$ cat config.mk
export PLATFORM = sky130hd
export DESIGN_NAME = regr_pipe
export DESIGN_NICKNAME = d
export VERILOG_FILES = /design/src/rtl/regr_pipe.sv
export SDC_FILE = /design/constraint.sdc
export NUM_CORES = 1
export LEC_CHECK = 0
export BUFFER_PORTS_ARGS = -buffer_cell sky130_fd_sc_hd__clkbuf_2
export CAP_MARGIN = 25
export CORE_ASPECT_RATIO = 1.1
export CORE_MARGIN = 5
export CORE_UTILIZATION = 47
export CTS_CLUSTER_DIAMETER = 100
export DETAILED_ROUTE_END_ITERATION = 10
export PLACE_DENSITY_LB_ADDON = 0.2
export RECOVER_POWER = 50
export SLEW_MARGIN = 10
export SYNTH_ARGS = -nofsm -noshare
export SYNTH_HDL_FRONTEND = slang
export SYNTH_SLANG_ARGS = --single-unit
$ cat constraint.sdc
create_clock -name clk -period 1.3 [get_ports clk]
set_input_delay 0.13 -clock clk [delete_from_list [all_inputs] [get_ports clk]]
set_output_delay 0.13 -clock clk [all_outputs]
set_load 0.005 [all_outputs]
$ cat src/rtl/regr_pipe.sv
// Multi-stage pipeline register with per-stage valid bits and a valid/ready handshake.
// Empty stages always accept (bubble collapsing); flush clears valids, hold freezes everything.
module regr_pipe #(
    parameter  int N     = 32,
    parameter  int DEPTH = 2,
    localparam int CW    = $clog2(DEPTH + 1)
) (
    input  logic          clk,
    input  logic          rst_n,
    input  logic          flush,
    input  logic          hold,
    input  logic          in_valid,
    input  logic [N-1:0]  in_data,
    output logic          in_ready,
    output logic          out_valid,
    output logic [N-1:0]  out_data,
    input  logic          out_ready,
    output logic [CW-1:0] count
);

    logic [DEPTH-1:0] valid_reg;
    logic [N-1:0]     data_reg [DEPTH];
    logic [DEPTH:0]   ready_chain;
    logic [DEPTH-1:0] src_valid;
    logic [N-1:0]     src_data [DEPTH];
    logic             active;
    logic [CW-1:0]    count_sum;

    assign active         = !flush && !hold;
    assign ready_chain[DEPTH] = out_ready;

    genvar gi;
    generate
        for (gi = 0; gi < DEPTH; gi++) begin : g_stage
            // A stage can take new data if it is empty or its occupant moves on.
            assign ready_chain[gi] = !valid_reg[gi] || ready_chain[gi+1];

            if (gi == 0) begin : g_src_in
                assign src_valid[gi] = in_valid && in_ready;
                assign src_data[gi]  = in_data;
            end else begin : g_src_prev
                assign src_valid[gi] = valid_reg[gi-1];
                assign src_data[gi]  = data_reg[gi-1];
            end
        end
    endgenerate

    assign in_ready  = active && ready_chain[0];
    assign out_valid = active && valid_reg[DEPTH-1];
    assign out_data  = data_reg[DEPTH-1];

    always_ff @(posedge clk or negedge rst_n) begin
        if (!rst_n) begin
            valid_reg <= '0;
            for (int k = 0; k < DEPTH; k++) begin
                data_reg[k] <= '0;
            end
        end else if (flush) begin
            valid_reg <= '0;
        end else if (!hold) begin
            for (int k = 0; k < DEPTH; k++) begin
                if (ready_chain[k]) begin
                    valid_reg[k] <= src_valid[k];
                    // Bubbles keep the old payload; only real data overwrites it.
                    if (src_valid[k]) begin
                        data_reg[k] <= src_data[k];
                    end
                end
            end
        end
    end

    always_comb begin
        count_sum = '0;
        for (int k = 0; k < DEPTH; k++) begin
            count_sum = count_sum + CW'(valid_reg[k]);
        end
    end

    assign count = count_sum;

endmodule

Word level (Yosys, flattened, before mapping)
Index checks and enable logic that the tools add are counted.
{ "word_totals": {"regBits": 66, "latch_bits": 0, "mem_bits_rw": 0, "rom_bits": 0, "in_bits": 38, "out_inout_bits": 36, "wordCells": 28, "n_memories": 0} }
{ "op_classes": {"n_addsub": 1, "mul": 0, "div_mod_pow": 0, "magnitude_cmp": 0, "eq_ne": 1, "n_shift": 0, "muxes": 4, "n_bitwise": 2, "n_reduce_logical": 16} }
{ "ops": {"columns": ["cell", "count"], "rows": [
  ["AND reduction 4 bit", 2],
  ["logical AND 1 bit", 4],
  ["logical NOT 1 bit", 4],
  ["two-way mux 2 bit", 2],
  ["AND reduction 2 bit", 2],
  ["nonzero test 2 bit", 2],
  ["adder 1 x 1 -> 2 bit", 1],
  ["logical OR 1 bit", 2],
  ["two-way mux 1 bit", 2],
  ["!= test 2 bit, second input constant", 1],
  ["NOT 1 bit", 2]
]} }

Depth between registers and ports, before layout
{ "depth": {"word_depth": 8, "ltp_mapped": 4, "mapped_depth_nobuf": 3} }

Worst setup path after synthesis
No wires, ideal clock.
{ "synth_path": {"path_type": "register -> register", "start": "register valid_reg[1]", "end": "register data_reg, in the netlist out_data[10]", "setup_time_ps": 125, "t_arrival_ps": 1166, "required_time_ps": 1175, "slack_ps": 9, "path_stages_with_launch": 5, "path_buffers": 1, "period_less_slack_ps": 1291, "cell_sequence": "dfrtp_1 > nor2b_1 > nand3b_4 > buf_4 > mux2_2"} }
{ "synth_between": {"elab_chain_len": 3} }
{ "synth_lines": {"columns": ["element", "line_no", "text"], "rows": [
  ["start: declaration", "21", "logic [DEPTH-1:0] valid_reg;"],
  ["start signal: indexed assignment", "63", "valid_reg[k] <= src_valid[k];"],
  ["logical NOT 1 bit", "36", "assign ready_chain[gi] = !valid_reg[gi] || ready_chain[gi+1];"],
  ["logical OR 1 bit", "36", null],
  ["AND reduction 4 bit (no line)", null, null],
  ["end signal: indexed assignment", "66", "data_reg[k] <= src_data[k];"],
  ["end: declaration", "22", "logic [N-1:0] data_reg [DEPTH];"]
]} }
Every way passes these cells.
A chain may end at the register's enable or synchronous reset.

Final worst setup path
{ "layout_path": {"start": "register valid_reg[1]", "end": "register data_reg, in the netlist out_data[7]"} }
The elaborated chain is that of the path after synthesis.

==> flow_summary.rst <==
.. list-table::
   :header-rows: 1

   * - Metric
     - Value
   * - Final net count
     - 278
   * - Area after detailed placement
     - 3190 µm²
   * - Critical path launch point type
     - flop
   * - R2R cell count
     - 4
   * - Crit path capture type
     - flop
   * - Violations in the final reports
     - setup timing
   * - Vias in the first global route
     - 1660
   * - Mean cell area of the mapped netlist
     - 15.8 µm²
   * - Final setup vio count
     - 65
   * - Setup repair after global routing missed its margin
     - true
   * - Worst R2R Start
     - valid_reg[1]$_DFFE_PN0P_
   * - Synth cell types
     - 17
   * - Ratio of final minimum period to clock period
     - 106%
   * - Post-placement cell count
     - 306
   * - Number of levels in the clock H-tree
     - 3
   * - Top-Level Pins
     - 74
   * - Final standard cell area without fillers
     - 3470 µm²
   * - Area of the die
     - 7840 µm²
   * - Worst hold path type
     - in -> reg
   * - Maximum clock frequency
     - 727 MHz
   * - Clock period minus final worst setup slack
     - 1.38 ns
   * - First DRT Iteration DRCs
     - 11
   * - Max-slew violation count
     - 0
   * - Cells after synthesis
     - 183
   * - Number of clock buffers inserted by TritonCTS
     - 9
   * - Number of antenna violations at the first check in global routing
     - 0
   * - Global-route wire length before repair
     - 8.24 mm
   * - Leakage
     - 0.00185 µW
   * - Worst-Skew Late Latency
     - 0.33 ns
   * - Average detailed-routed wire length per instance
     - 15.2 µm
   * - RD Place Congestion
     - 0.696
   * - Post-synthesis sequential area ratio
     - 57.0%
   * - Startpoint of the lowest-slack hold path
     - flush
   * - Largest vdd supply drop
     - 777 µV
   * - Proportion of netlist area held by the largest area contributor
     - 57.0%
   * - Arr. time, crit path
     - 1.58 ns
   * - Max-Cap Viols
     - 0
   * - Count of inserted antenna diode cells
     - 0
   * - Smallest setup slack after layout
     - -0.0760 ns
   * - Pwr per Cell Area
     - 1700 nW/µm²
   * - Highest-count cells in the layout ignoring fill and taps
     - sky130_fd_sc_hd__clkbuf_2, sky130_fd_sc_hd__dfrtp_1, sky130_fd_sc_hd__mux2_4
   * - Detailed-placement wirelength estimate
     - 3.38 mm
   * - Most common library cell in the layout ignoring fill and taps
     - sky130_fd_sc_hd__clkbuf_2
   * - Endpoint required time on the critical path
     - 1.51 ns
   * - Number of instances on the worst hold path
     - 2
   * - Port buffer count
     - 73
   * - Num Clock Sinks
     - 66
   * - DRC violation count after routing
     - 0
   * - Maximum count of clock buffers along a single path
     - 2
   * - Skew final
     - 0.00607 ns
   * - Core Footprint
     - 6080 µm²
   * - Final Hold Viols
     - 0
   * - Std cell rows
     - 30
   * - Startpoint of the worst setup timing path
     - valid_reg[1]$_DFFE_PN0P_
   * - Number of nets in the synthesized netlist
     - 222
   * - Grt ovf
     - 0
   * - Worst Setup Path Type
     - reg -> reg
   * - Via count
     - 1516
   * - Yosys reg bits
     - 66
   * - Final wirelength
     - 4.92 mm
   * - Horizontal die dimension
     - 84.9 µm
   * - CTS clk-pin slew, worst paths
     - 0.07 ns
   * - Die height
     - 92.4 µm
   * - Placement Setup Slack
     - -0.0413 ns
   * - Largest cells by area after synthesis
     - sky130_fd_sc_hd__dfrtp_1, sky130_fd_sc_hd__mux2_4, sky130_fd_sc_hd__mux2_2
   * - Synthesis-to-finish area growth
     - 19.7%
   * - Largest fanout on the critical path
     - 17
   * - Global Route Usage Sum
     - 13.7%
   * - Share of post-route cells with drive strength above 1
     - 67.1%
   * - Buffers inserted during post-CTS setup optimization
     - 0
   * - CTS tree
     - yes
   * - Warnings, synthesis
     - 0
   * - Clock root buffer
     - sky130_fd_sc_hd__clkbuf_8
   * - Number of fillers in the final layout
     - 534
   * - Library cell occupying the most area in the post-synthesis netlist
     - sky130_fd_sc_hd__dfrtp_1
   * - Average via count per standard cell
     - 4.69
   * - Post-detailed-route count of antenna-violating nets
     - 0
   * - Total standard cell area after synthesis
     - 2900 µm²
   * - TritonRoute pass-1 iters
     - 2
   * - Pin count of the biggest net entering global routing
     - 67
   * - Worst Max-Slew Pin Slew
     - 0.806 ns
   * - Status
     - finished, violations left
   * - Max-slew headroom at the worst pin
     - 46.2%
   * - Post-route insts no fill
     - 323
   * - Initial standard-cell utilization of the core
     - 47.7%
[cells in the mapped netlist]
library cell and number:
sky130_fd_sc_hd__ha_1 1, sky130_fd_sc_hd__nand3_2 1, sky130_fd_sc_hd__mux2_1 2, sky130_fd_sc_hd__nand3b_4 1
sky130_fd_sc_hd__mux2_2 32, sky130_fd_sc_hd__nand3b_1 1, sky130_fd_sc_hd__nor2_4 1, sky130_fd_sc_hd__dfrtp_1 66
sky130_fd_sc_hd__buf_4 35, sky130_fd_sc_hd__and2_1 2, sky130_fd_sc_hd__mux2_4 30, sky130_fd_sc_hd__a21oi_1 2
sky130_fd_sc_hd__nand2b_1 2, sky130_fd_sc_hd__nor2b_1 1, sky130_fd_sc_hd__inv_1 1, sky130_fd_sc_hd__o21ai_0 2
sky130_fd_sc_hd__buf_6 3
[stage by stage]
step / power, µW / util, % / hold WS [ns] / setup TNS, ns
after detailed placement: 4220 / 52.4 / 0.175 / -0.964
after global placement: 4180 / 52.4 / 0.175 / 0
after floorplan: 4060 / - / -0.166 / 0
after global routing: 6250 / 57.0 / 0.00332 / -5.77
final: 5880 / 57.0 / 0.0208 / -3.05
after CTS: 5880 / 56.1 / 0.00182 / -2.14
[per-layer routing]
| metal | GRT usage [%] | up-vias | share of wire [%] |
|---|---|---|---|
| li1 | - | 702 | - |
| met1 | 18.2 | 748 | 46 |
| met2 | 19.0 | 53 | 45 |
| met3 | 5.34 | 13 | 7.0 |
| met4 | 7.52 | 0 | 2.4 |
| met5 | 0 | - | 0 |
[cell type report]
type | count | area, µm² | area share [%]
flip-flops and latches | 66 | 1650 | 47.6
multi-input cells | 78 | 1020 | 29.4
repair buffers | 83 | 509 | 14.7
clock buffers | 12 | 145 | 4.18
well taps | 80 | 100 | 2.89
clock inverters | 3 | 40.0 | 1.15
inverters | 1 | 3.75 | 0.108
[critical path, stage by stage (launching register included)]
cell and delay, ns:
sky130_fd_sc_hd__dfrtp_1 0.41, sky130_fd_sc_hd__nor2b_4 0.17, sky130_fd_sc_hd__nand3b_4 0.16, sky130_fd_sc_hd__buf_12 0.16, sky130_fd_sc_hd__mux2_2 0.34
[final timing paths]
| path | to | slack, ns |
|---|---|---|
| worst max-delay path | out_data[7]$_DFFE_PN0P_ | -0.08 |
| min in group asynchronous | data_reg[57]$_DFFE_PN0P_ | 0.53 |
| worst min register to register | out_data[31]$_DFFE_PN0P_ | 0.50 |
| worst max register to register | out_data[7]$_DFFE_PN0P_ | -0.08 |
| max in group asynchronous | data_reg[52]$_DFFE_PN0P_ | 0.25 |
| worst min-delay path | valid_reg[1]$_DFFE_PN0P_ | 0.02 |
[cells by family after synthesis]
logic type                 count (synthesis)  synth area share, %
AOI/OAI and AO/OA                          4                0.691
adders and majority gates                  1                0.432
buffers and inverters                     39                 10.4
DFF                                       66                 57.0
muxes                                     64                 28.8
and+or+nand+nor                            9                 2.76
[what timing repair did]
| item | 4_1_cts | 5_1_grt |
|---|---|---|
| gates resized for setup | 5 | 15 |
| setup endpoints to repair | 53 | 67 |
| hold buffers | 1 | 1 |
| pin swaps | 0 | 1 |
| endpoints found under the hold margin | 66 | 1 |
[report_power, final]
part / total, µW / leakage, µW / switching, µW / internal, µW
sequential: 2920 / 0.000799 / 305 / 2620
combinational: 1350 / 0.000952 / 433 / 916
clock: 1610 / 0.0000962 / 687 / 922
(Power assumes the default switching activity.)
